--- config.mk ---
export PLATFORM = sky130hd
export DESIGN_NAME = nonce_uart_tx
export DESIGN_NICKNAME = d
export VERILOG_FILES = /design/src/rtl/nonce_uart_tx.sv
export SDC_FILE = /design/constraint.sdc
export NUM_CORES = 1
export LEC_CHECK = 0
export ABC_CLOCK_PERIOD_IN_PS = 3590
export BUFFER_PORTS_ARGS = -buffer_cell sky130_fd_sc_hd__clkbuf_2
export CAP_MARGIN = 5
export CELL_PAD_IN_SITES_DETAIL_PLACEMENT = 1
export CELL_PAD_IN_SITES_GLOBAL_PLACEMENT = 1
export CORE_ASPECT_RATIO = 1.75
export CORE_UTILIZATION = 52
export DETAILED_ROUTE_END_ITERATION = 7
export GPL_ROUTABILITY_DRIVEN = 0
export PLACE_DENSITY = 0.89
export SYNTH_ARGS = -nofsm -noshare
export SYNTH_HDL_FRONTEND = slang
export SYNTH_SLANG_ARGS = --single-unit
--- constraint.sdc ---
create_clock -name hash_clk -period 3.59 [get_ports hash_clk]
set_clock_uncertainty 0.1 [all_clocks]
set_input_delay 0.5385 -clock hash_clk [delete_from_list [all_inputs] [get_ports hash_clk]]
set_output_delay 0.5385 -clock hash_clk [all_outputs]
set_load 0.05 [all_outputs]
--- src/rtl/nonce_uart_tx.sv ---
// nonce_uart_tx: captures golden-nonce words into a small FIFO and sends each one as a
// little-endian 4-byte UART 8N1 frame on txd. Consecutive frames go out with no idle gap.
// Build option: define NONCE_TX_CHECKSUM_EN to append a fifth byte to every frame, the XOR
// of the four nonce bytes.
module nonce_uart_tx #(
  parameter int unsigned SPEED_MHZ  = 25,
  parameter int unsigned BAUD       = 115200,
  parameter int unsigned FIFO_DEPTH = 4
) (
  input  logic        hash_clk,
  input  logic        reset_n,
  input  logic [31:0] golden_nonce_in,
  input  logic        golden_nonce_match,
  output logic        txd,
  output logic        busy,
  output logic        overflow
);

  localparam int unsigned BIT_CYCLES = SPEED_MHZ * 1000000 / BAUD;
  localparam int unsigned BaudW      = $clog2(BIT_CYCLES);
  localparam int unsigned PtrW       = $clog2(FIFO_DEPTH);
  localparam int unsigned CntW       = PtrW + 1;

`ifdef NONCE_TX_CHECKSUM_EN
  typedef enum logic [2:0] {StIdle, StStart, StData, StStop, StCksum} state_e;
`else
  typedef enum logic [1:0] {StIdle, StStart, StData, StStop} state_e;
`endif

  state_e state_q, state_d;

  logic [BaudW-1:0] baud_q, baud_d;
  logic [2:0]       bit_q, bit_d;
  logic [2:0]       byte_q, byte_d;
  logic [31:0]      shift_q, shift_d;
  logic             txd_q, txd_d;
  logic             busy_q;
  logic             overflow_q;
  logic             bit_end;

  // Nonce FIFO
  logic [31:0]     fifo_mem [FIFO_DEPTH];
  logic [PtrW-1:0] wr_ptr_q, rd_ptr_q;
  logic [CntW-1:0] count_q;
  logic            fifo_full, fifo_empty;
  logic            push, pop;
  logic [31:0]     fifo_head;

  assign fifo_full  = (count_q == CntW'(FIFO_DEPTH));
  assign fifo_empty = (count_q == '0);
  assign fifo_head  = fifo_mem[rd_ptr_q];
  // A pop on the same edge frees a slot, so a push into a full FIFO is still accepted.
  assign push       = golden_nonce_match && (!fifo_full || pop);
  assign bit_end    = (baud_q == BaudW'(BIT_CYCLES - 1));

`ifdef NONCE_TX_CHECKSUM_EN
  logic [7:0] cksum_q;

  // Checksum of the word being sent, latched on the pop so the shift register can consume it
  always_ff @(posedge hash_clk or negedge reset_n) begin
    if (!reset_n) begin
      cksum_q <= '0;
    end else if (pop) begin
      cksum_q <= fifo_head[7:0] ^ fifo_head[15:8] ^ fifo_head[23:16] ^ fifo_head[31:24];
    end
  end
`endif

  // FIFO storage write (data only, no reset needed)
  always_ff @(posedge hash_clk) begin
    if (push) begin
      fifo_mem[wr_ptr_q] <= golden_nonce_in;
    end
  end

  // FIFO pointers, occupancy and the sticky drop flag
  always_ff @(posedge hash_clk or negedge reset_n) begin
    if (!reset_n) begin
      wr_ptr_q   <= '0;
      rd_ptr_q   <= '0;
      count_q    <= '0;
      overflow_q <= 1'b0;
    end else begin
      if (push) wr_ptr_q <= wr_ptr_q + PtrW'(1);
      if (pop)  rd_ptr_q <= rd_ptr_q + PtrW'(1);
      if (push && !pop) begin
        count_q <= count_q + CntW'(1);
      end else if (pop && !push) begin
        count_q <= count_q - CntW'(1);
      end
      if (golden_nonce_match && !push) overflow_q <= 1'b1;
    end
  end

  // Transmit FSM next-state, counters, FIFO pop and line level
  always_comb begin
    state_d = state_q;
    baud_d  = bit_end ? '0 : baud_q + BaudW'(1);
    bit_d   = bit_q;
    byte_d  = byte_q;
    shift_d = shift_q;
    pop     = 1'b0;
    txd_d   = 1'b1;

    unique case (state_q)
      StIdle: begin
        baud_d = '0;
        if (!fifo_empty) pop = 1'b1;
      end
      StStart: begin
        txd_d = 1'b0;
        if (bit_end) begin
          bit_d   = '0;
          state_d = StData;
        end
      end
`ifdef NONCE_TX_CHECKSUM_EN
      // Start bit of the checksum byte; shift_q already holds the checksum
      StCksum: begin
        txd_d = 1'b0;
        if (bit_end) begin
          bit_d   = '0;
          state_d = StData;
        end
      end
`endif
      StData: begin
        txd_d = shift_q[0];
        if (bit_end) begin
          shift_d = shift_q >> 1;
          if (bit_q == 3'd7) begin
            state_d = StStop;
          end else begin
            bit_d = bit_q + 3'd1;
          end
        end
      end
      StStop: begin
        if (bit_end) begin
          byte_d = byte_q + 3'd1;
          if (byte_q < 3'd3) begin
            state_d = StStart;
`ifdef NONCE_TX_CHECKSUM_EN
          end else if (byte_q == 3'd3) begin
            state_d = StCksum;
            shift_d = {24'h0, cksum_q};
`endif
          end else if (!fifo_empty) begin
            // Go straight to the next start bit: no idle gap between queued frames
            pop = 1'b1;
          end else begin
            state_d = StIdle;
          end
        end
      end
      default: state_d = StIdle;
    endcase

    if (pop) begin
      shift_d = fifo_head;
      byte_d  = '0;
      state_d = StStart;
    end
  end

  // FSM state, counters and registered outputs
  always_ff @(posedge hash_clk or negedge reset_n) begin
    if (!reset_n) begin
      state_q <= StIdle;
      baud_q  <= '0;
      bit_q   <= '0;
      byte_q  <= '0;
      shift_q <= '0;
      txd_q   <= 1'b1;
      busy_q  <= 1'b0;
    end else begin
      state_q <= state_d;
      baud_q  <= baud_d;
      bit_q   <= bit_d;
      byte_q  <= byte_d;
      shift_q <= shift_d;
      txd_q   <= txd_d;
      busy_q  <= (state_q != StIdle) || !fifo_empty;
    end
  end

  assign txd      = txd_q;
  assign busy     = busy_q;
  assign overflow = overflow_q;

endmodule

==> results.py <==
metrics = {
    "timing": {
        "hold_ws_ps": 97.7,
        "layout_worst_path_cycle_share_pct": 83.3,
        "slew_violations": 0,
        "hold_viol": 0,
        "fin_tns_setup_ps": 0,
        "relSlewSlack_pct": 44.1,
        "setup_viol": 0,
        "rsz0062_at_grt": "no",
        "worst_pin_slew_ps": 838,
        "finalCriticalPeriod_ps": 2990,
        "fmaxAchievable_mhz": 335,
    },
    "drt": {
        "routedWlPerCell_um": 23.8,
        "ant_nets": 0,
        "dr.pass1.iters": 4,
        "via_per_inst": 6.03,
        "drc": 0,
        "drt-total-wl_um": 16200,
        "vias": 4113,
        "drt_iter0_markers": 267,
    },
    "power_and_ir_drop": {
        "irDropWorstVdd_uv": 425,
        "p_comb_share_pct": 30.0,
        "p_sw_share_pct": 34.1,
        "p_int_uw": 4750,
        "power_uw": 7220,
        "p_seq_share_pct": 45.2,
        "clock_power_share_pct": 24.8,
        "p_leak_uw": 0.00337,
        "p_sw_uw": 2460,
        "p_per_area_nw_per_um2": 837,
    },
    "floorplan": {
        "chipHeight_um": 163,
        "io_pins": 38,
        "initial_core_util_pct": 53.3,
        "dieArea_sq_um": 15300,
        "core_sq_um": 14400,
        "die_x_um": 94.0,
        "rows": 58,
    },
    "synthesis": {
        "synth_fp_nets": 498,
        "yosysSeqAreaShare_pct": 68.8,
        "yosys_warnings": 0,
        "yosysTopAreaCell": "edfxtp_1",
        "synth_area_sq_um": 7690,
        "ys.flop_type": "edfxtp_1",
        "synthDominantCellAreaShare_pct": 50.0,
        "synth_edf_count": 128,
        "yosysMostFrequentCell": "edfxtp_1",
        "ys_ff_latch": 186,
        "synth_commonest_cells": "edfxtp_1, dfrtp_1, mux4_2",
        "synth_cells": 447,
        "syn_area_per_cell_sq_um": 17.2,
        "yosysUniqueCellTypes": 46,
        "synthArstFlopShare_pct": 31.2,
        "synth_area_leaders": "edfxtp_1, dfrtp_1, mux4_2",
    },
    "grt": {
        "grt_pass1_vias": 4587,
        "grt_max_degree": 33,
        "grt.total_usage_pct": 23.3,
        "met3_usage_pct": 4.62,
        "overflow": 0,
        "grt_first_pass_wirelength_um": 25500,
        "use_met2_pct": 42.3,
        "met1_usage_pct": 26.0,
        "grt_busiest_layer": "met2",
        "grt_antenna_before_repair": 0,
    },
    "worst_setup_path": {
        "reg2regPathDepth": 10,
        "slowest_stage": "fa_1",
        "crit_type": "register to register",
        "cp-endpoint": "count_q[1]",
        "crit_arrival_ps": 3210,
        "crit_start": "baud_q[0]",
        "cpPeakStageDelay_ps": 440,
        "ff2ff_setup_slack_ps": 600,
        "start_kind": "register",
        "end_kind": "register",
        "cp.required_ps": 3810,
        "crit_path_max_fanout": 10,
        "r2r-end": "count_q[1]",
        "crit_chain": "inv_1 > ha_1 > and3_1 > a41o_1 > a21oi_2 > nor2b_1 > ha_1 > inv_1 > fa_1 > mux2_2",
        "r2r_start": "baud_q[0]",
    },
    "final_layout": {
        "synthToLayoutAreaGrowth_pct": 12.1,
        "drive_gt1_share_pct": 26.5,
        "nets": 540,
        "antenna_cells": 0,
        "final_cells": 682,
        "fillers": 1259,
    },
    "placed_design": {
        "portBuffers": 37,
        "dp_cells": 650,
        "hpwl_um": 10300,
    },
    "clock_tree": {
        "cts_tree": "done",
        "worstSkewPairLatency_ps": 430,
        "htree_num_levels": 4,
        "clock_path_buffers": 2,
        "path_clk_slew_ps": 70,
        "numCtsBuffers": 17,
        "clockRootBuffer": "clkbuf_16",
        "hold_buffers": 0,
        "cts_setup_buffers": 0,
        "clock-sinks": 186,
        "cts-resized-gates": 0,
    },
    "run": {
        "drv_cap": 0,
    },
    "worst_hold_path": {
        "holdCritPathClass": "primary input to async pin",
    },
    "outcome": {
        "outcome": "finished clean",
    },
}
-- kinds of logic (layout without fill, tap and decap cells) --
| family | Yosys count | count (layout) | synth area share [%] |
|---|---|---|---|
| xor gates and xnor gates | 13 | 13 | 1.48 |
| muxes | 75 | 75 | 15.5 |
| buffers and inverters | 36 | 91 | 2.33 |
| adders and majority gates | 16 | 16 | 2.70 |
| AOI/OAI and AO/OA | 50 | 50 | 4.16 |
| DFF | 186 | 186 | 68.8 |
| and+or+nand+nor | 71 | 71 | 4.98 |
-- registers in the layout, summed over array words and instances, names as in the netlist --
register,cells
state_q,2
count_q,3
overflow,1
wr_ptr_q,2
busy,1
fifo_mem,128
byte_q,3
rd_ptr_q,2
shift_q,32
txd,1
bit_q,3
baud_q,8
-- how the worst min path moves through the flow --
stage	startpoint	endpoint	slack [ps]	cells after the start
finish	reset_n	shift_q[2]	100	1
detailed placement	overflow	overflow	390	1
CTS	reset_n	shift_q[1]	100	1
global route	reset_n	shift_q[2]	140	1
global placement	overflow	overflow	370	1
floorplan	reset_n	baud_q[0]	140	0
-- area by class of cell --
class | instances | area, sq um | share of cell area [%]
Inverter | 12 | 45.0 | 0.522
Clock buffer | 18 | 429 | 4.98
Sequential cell | 186 | 5300 | 61.4
Clock inverter | 14 | 133 | 1.54
Multi-Input combinational cell | 225 | 2220 | 25.8
Tap cell | 180 | 225 | 2.61
Timing Repair Buffer | 47 | 273 | 3.16
-- metal layers --
layer  part of all wire (%)  vias up
met5                      0        -
met1                     37     2170
met2                     57       90
li1                       -     1812
met3                    2.6       41
met4                    3.1        0
-- power by group through the flow --
| stage | clock network (uW) | registers, uW | logic (uW) |
|---|---|---|---|
| after floorplan | 0 | 3160 | 1550 |
| after global placement | 0 | 3230 | 2000 |
| after detailed placement | 0 | 3300 | 2140 |
| after CTS | 1820 | 3260 | 2190 |
| after global routing | 1890 | 3320 | 2340 |
| final | 1790 | 3260 | 2170 |
-- stage by stage --
| step | setup WS, ps | instance area, sq um | util (%) |
|---|---|---|---|
| after floorplan | 885 | 7690 | - |
| after global placement | 839 | 8060 | 55.8 |
| after detailed placement | 645 | 8060 | 55.8 |
| after CTS | 606 | 8620 | 59.7 |
| after global routing | 428 | 8620 | 59.7 |
| final | 601 | 8620 | 59.7 |
-- critical path, delay by kind of cell, from the launching register on --
family / cells / cell delay, ps
adder cells (fa/ha/maj): 3 / 870
AO/OA/AOI/OAI: 2 / 680
buffers and inverters: 2 / 160
AND/OR/NAND/NOR: 2 / 360
flip-flops: 1 / 430
multiplexers: 1 / 270
-- layout by cell type, fill, tap and decap left out, types with 4 or more instances in the layout --
master       n
xor2_1       9
edfxtp_1   128
inv_8        4
nand2_1      8
mux2i_1     24
mux2_4       5
ha_1        15
xnor2_1      4
nand3_1     31
mux4_2      32
mux2_2      11
clkbuf_16   17
nor2_1      14
and3b_1      5
clkbuf_2    37
inv_6        4
o21ai_0     27
inv_1       11
dfrtp_1     56
buf_4        9
No activity file was read; power rests on OpenSTA's default activity.
